## src/rtl/mem_arb_pkg.sv

```systemverilog
// Shared types and constants for the two-requester memory arbiter.
package mem_arb_pkg;

    localparam int unsigned WaitBits = 4;

    typedef enum logic [1:0] {
        OWN_NONE = 2'd0,
        OWN_I    = 2'd1,
        OWN_D    = 2'd2
    } owner_t;

    typedef enum logic {
        ST_DPRI = 1'b0,
        ST_IPRI = 1'b1
    } state_t;

endpackage

```

## src/rtl/mem_arb_return.sv

```systemverilog
// Two-stage read-owner pipeline; steers memory read data to the requester that issued it.
module mem_arb_return
    import mem_arb_pkg::*;
#(
    parameter int unsigned WordSize = 32
) (
    input  logic                Clock,
    input  logic                nReset,
    input  owner_t              issue,
    input  logic [WordSize-1:0] mem_read_data,
    output logic                i_valid,
    output logic [WordSize-1:0] i_data,
    output logic                d_valid,
    output logic [WordSize-1:0] d_data
);

    owner_t own_cmd;
    owner_t own_ret;

    always_ff @(posedge Clock or negedge nReset) begin
        if (!nReset) begin
            own_cmd <= OWN_NONE;
            own_ret <= OWN_NONE;
        end else begin
            own_cmd <= issue;
            own_ret <= own_cmd;
        end
    end

    // Data is zeroed outside its valid cycle so neither consumer sees the other's reads.
    assign i_valid = (own_ret == OWN_I);
    assign d_valid = (own_ret == OWN_D);
    assign i_data  = i_valid ? mem_read_data : '0;
    assign d_data  = d_valid ? mem_read_data : '0;

endmodule

```

## src/rtl/mem_arbiter.sv

```systemverilog
// Arbitrates instruction-fetch and data requests onto one single-port memory,
// with data priority and a bounded wait for instruction fetch.
module mem_arbiter
    import mem_arb_pkg::*;
#(
    parameter int unsigned AddressSize = 16,
    parameter int unsigned WordSize    = 32,
    parameter int unsigned MaxWait     = 4
) (
    input  logic                   Clock,
    input  logic                   nReset,
    input  logic                   IReq,
    input  logic [AddressSize-1:0] IAddress,
    output logic                   IReady,
    output logic                   IValid,
    output logic [WordSize-1:0]    IData,
    input  logic                   DReq,
    input  logic                   DWrite,
    input  logic                   DWriteL,
    input  logic                   DWriteR,
    input  logic [AddressSize-1:0] DAddress,
    input  logic [WordSize-1:0]    DWriteData,
    output logic                   DReady,
    output logic                   DValid,
    output logic [WordSize-1:0]    DData,
    output logic                   MemWriteEn,
    output logic                   MemWriteL,
    output logic                   MemWriteR,
    output logic                   MemReadEn,
    output logic [AddressSize-1:0] MemAddress,
    output logic [WordSize-1:0]    MemWriteData,
    input  logic [WordSize-1:0]    MemReadData
);

    state_t              state;
    logic [WaitBits-1:0] i_wait;
    logic [WaitBits-1:0] wait_next;
    logic                i_pri;
    logic                i_win;
    logic                d_win;
    owner_t              issue;

    // Grants are gated by reset so both readies read 0 while held in reset.
    assign i_pri = (state == ST_IPRI);
    assign d_win = nReset & DReq & ~(i_pri & IReq);
    assign i_win = nReset & IReq & ~d_win;

    assign IReady = i_win;
    assign DReady = d_win;

    assign wait_next = (IReq && !i_win) ? i_wait + WaitBits'(1) : '0;

    assign issue = (d_win && !DWrite) ? OWN_D :
                   (i_win            ? OWN_I : OWN_NONE);

    // Priority FSM: one cycle of instruction priority once the wait bound is hit.
    always_ff @(posedge Clock or negedge nReset) begin
        if (!nReset) begin
            state  <= ST_DPRI;
            i_wait <= '0;
        end else begin
            i_wait <= wait_next;
            state  <= (wait_next == WaitBits'(MaxWait)) ? ST_IPRI : ST_DPRI;
        end
    end

    // One-cycle memory command; everything returns to 0 on a cycle without a transfer.
    always_ff @(posedge Clock or negedge nReset) begin
        if (!nReset) begin
            MemWriteEn   <= 1'b0;
            MemWriteL    <= 1'b0;
            MemWriteR    <= 1'b0;
            MemReadEn    <= 1'b0;
            MemAddress   <= '0;
            MemWriteData <= '0;
        end else begin
            MemWriteEn   <= 1'b0;
            MemWriteL    <= 1'b0;
            MemWriteR    <= 1'b0;
            MemReadEn    <= 1'b0;
            MemAddress   <= '0;
            MemWriteData <= '0;
            if (d_win) begin
                MemAddress <= DAddress;
                if (DWrite) begin
                    MemWriteEn   <= 1'b1;
                    MemWriteL    <= DWriteL;
                    MemWriteR    <= DWriteR & ~DWriteL;
                    MemWriteData <= DWriteData;
                end else begin
                    MemReadEn <= 1'b1;
                end
            end else if (i_win) begin
                MemAddress <= IAddress;
                MemReadEn  <= 1'b1;
            end
        end
    end

    mem_arb_return #(
        .WordSize (WordSize)
    ) u_return (
        .Clock         (Clock),
        .nReset        (nReset),
        .issue         (issue),
        .mem_read_data (MemReadData),
        .i_valid       (IValid),
        .i_data        (IData),
        .d_valid       (DValid),
        .d_data        (DData)
    );

endmodule

```

## config.mk

```make
export PLATFORM = sky130hd
export DESIGN_NAME = mem_arbiter
export DESIGN_NICKNAME = d
export VERILOG_FILES = /design/src/rtl/mem_arb_pkg.sv /design/src/rtl/mem_arb_return.sv /design/src/rtl/mem_arbiter.sv
export SDC_FILE = /design/constraint.sdc
export NUM_CORES = 1
export LEC_CHECK = 0
export BUFFER_PORTS_ARGS = -buffer_cell sky130_fd_sc_hd__buf_2
export CORE_ASPECT_RATIO = 0.8
export CORE_UTILIZATION = 30
export DETAILED_ROUTE_END_ITERATION = 12
export MAX_ROUTING_LAYER = met4
export SKIP_LAST_GASP = 1
export SLEW_MARGIN = 25
export SYNTH_ARGS = -nofsm -noshare
export SYNTH_HDL_FRONTEND = slang
export SYNTH_HIERARCHICAL = 1
export SYNTH_SLANG_ARGS = --single-unit
```

## constraint.sdc

```tcl
create_clock -name Clock -period 2.9 [get_ports Clock]
set_input_delay 0.435 -clock Clock [delete_from_list [all_inputs] [get_ports Clock]]
set_output_delay 0.435 -clock Clock [all_outputs]
set_load 0.005 [all_outputs]
```

==> results.yml <==
yosys:
  synth.net_count: 326
  synthCells: 222
  netlist.area_leader.share: 0.539
  post-synth-top-area-cell: "dfrtp_1"
  yosysSeqAreaShare: 0.539
  synth_seq_cells: 61
  yosys.cell_types.count: 24
  syn-mean-instance-area_sq_um: 12.8
  netlist_area_sq_mm: 0.00283
  synth.yosys.warnings: 6
  synth.top_cells.by_area: "dfrtp_1 54%, and3b_1 20%, and3_1 7.7%"
detailed_routing:
  drt_first_iter_violations: 79
  route.vias.total: 2512
  detail_route.wirelength_microns: 7170
  average_routed_wire_per_standard_cell_microns: 12.9
  drc_errors: 0
  post_drt_via_cell_ratio: 4.51
  drt.antenna.violating_nets: 0
  initial_drt_pass_iterations: 4
floorplanning:
  fp.dieArea_sq_mm: 0.00984
  coreArea_sq_mm: 0.00911
  initial_core_util: 0.311
  std_cell_rows: 31
  floorplan.io_pins: 223
  die_w_microns: 111
  dieHeight_microns: 88.9
cts:
  clock-sinks: 61
  post_cts_hold_buffer_count: 0
  cts_tree: "yes"
  clk_transition_reported_paths_ns: 0.05
  clock_latency_ns: 0.32
  cts_made_buffers: 9
  post_cts_buffers: 0
  h_tree_depth: 3
  cts-root-to-sink-buffers: 2
  post_cts_resized: 0
  clk_root_buffer_cell: "clkbuf_16"
power_and_ir_drop:
  power.density_cell_area_mw_per_mm2: 517
  power.ir.vdd_worst_v: 0.000320
  p_leak_nw: 2.79
outcome:
  run_status: "completed"
finish:
  synthToLayoutAreaGrowth_pct: 48.5
  fill_cells: 851
  final_layout_size_suffix_gt1_frac: 0.558
  design.final.nets: 540
  final_common_cell: "buf_2"
  postLayoutCellArea_sq_mm: 0.00421
  multiInputGateArea_sq_mm: 0.00108
  layout_common_cells: "222 x buf_2, 64 x and3b_1, 61 x dfrtp_1"
  regArea_sq_mm: 0.00153
setup_path:
  slowest_delay_ns: 0.48
  critical_path_class: "reg2out"
  worstPathRequired_ns: 2.47
  cp_max_fo: 54
  startpoint_type: "register"
  critical_path_sink_type: "primary output"
  slowest_stage: "dfrtp_1"
  path_cells: "buf_4 > and3b_1 > buf_2"
  timing.reg2reg.worst_path_depth: 3
  worstPathArrival_ns: 1.55
timing:
  final-setup-viol-count: 0
  achievable-frequency_ghz: 0.504
  finalCriticalPeriod_ns: 1.98
  tightestPinTransition_ns: 0.750
  worst_slack_ns: 0.917
  worst_clock_skew_ns: 0.00945
  tns_ns: 0
  worst_hold_slack_ns: 0.328
  rsz0062_at_grt: "no"
  timing.max_slew.rel_slack: 0.500
  final_hold_violations: 0
  finalMaxSlewViolations: 0
  finalCritPeriodShare: 0.684
placement:
  dpl_worst_slack_ns: 1.14
  numPortBuffers: 222
  placed_cell_area_sq_mm: 0.00391
  place.gp.congestion: 0.762
  dp_hpwl_microns: 5370
grt:
  grt_start_max_net_pins: 67
  global_route.usage.met3: 0.0542
  grt_pass1_vias: 2314
  met1_usage_grt: 0.159
  antenna_found_initial: 1
  grt_pass1_wl_microns: 11000
  gr-usage-met2: 0.251
  grt.busiest_layer: "met2"
  global_route.usage.total: 0.146
  grt-ovfl-total: 0
job:
  maxCapViolations: 0
worst_hold_path:
  timing.hold.worst.class: "in2async"
-- critical path, delay by kind of cell (launching register included) --
family	cells	cell delay (ns)
buf+inv	2	0.51
flops	1	0.48
simple gates	1	0.22
-- power by group --
part | leakage (nW) | internal [mW] | total [mW] | switching [mW]
clock | 0.142 | 0.666 | 1.04 | 0.375
sequential | 0.826 | 0.884 | 0.895 | 0.0110
combinational | 1.82 | 0.128 | 0.241 | 0.113
total | 2.79 | 1.68 | 2.18 | 0.499
-- metal layers --
layer	vias up	share of wire	routed length [microns]
met1	1138	0.39	2820
met2	138	0.50	3610
met3	10	0.086	619
li1	1226	-	-
met5	-	0	0
met4	0	0.017	125
-- worst paths after layout --
kind	startpoint	to	slack, ns
worst min register to register	u_return/own_cmd[0]	u_return/own_ret[0]	0.35
max in group asynchronous	nReset	MemWriteR	2.09
worst max register to register	i_pri	MemWriteR	1.36
worst max-delay path	u_return/own_ret[0]	DData[30]	0.92
min in group Clock	IAddress[0]	MemAddress[0]	0.33
worst min-delay path	nReset	MemWriteEn	0.33
-- registers in the layout, summed over array words and instances (netlist names) --
register and count:
MemAddress 16, MemReadEn 1, MemWriteData 32, MemWriteEn 1, MemWriteL 1, MemWriteR 1, i_pri 1, i_wait 4
u_return/own_cmd 2, u_return/own_ret 2
-- through the flow --
| step | total power [mW] | cells | util |
|---|---|---|---|
| final | 2.18 | 557 | 0.462 |
| after floorplan | 1.02 | 222 | - |
| after global routing | 2.28 | 557 | 0.462 |
| after detailed placement | 1.15 | 540 | 0.429 |
| after CTS | 2.21 | 556 | 0.461 |
| after global placement | 1.15 | 540 | 0.429 |
-- Yosys cell counts --
cell type   n
inv_1       2
a21o_1      1
nor3b_1     1
a22o_1     16
nor2b_1     2
nor3_1      2
xor2_1      2
nand3_1     1
clkbuf_1    3
and2_1      2
buf_4       1
a21oi_4     1
xnor2_1     1
nand2_2     1
and4b_1     2
and3b_1    64
buf_2       4
ha_1        1
dfrtp_1    61
and3_1     35
buf_6      16
a211oi_1    1
nand2_1     1
nand2b_4    1
-- area by class of cell --
class | instances | share of cell area
Inverter | 2 | 0.00178
Sequential cell | 61 | 0.363
Clock buffer | 9 | 0.0535
Timing Repair Buffer | 227 | 0.273
Antenna cell | 1 | 0.000595
Clock inverter | 7 | 0.0172
Tap cell | 115 | 0.0342
Multi-Input combinational cell | 135 | 0.257
-- cells by family (layout without fill, tap and decap cells) --
| group | after synthesis | after routing | synth area share |
|---|---|---|---|
| simple gates | 112 | 112 | 0.307 |
| flops | 61 | 61 | 0.539 |
| buf+inv | 26 | 245 | 0.0799 |
| compound gates | 19 | 19 | 0.0605 |
| xor+xnor | 3 | 3 | 0.00927 |
| fa+ha+maj | 1 | 1 | 0.00441 |
| other cells | 0 | 1 | 0 |
Power figures use the tool's default switching activity.
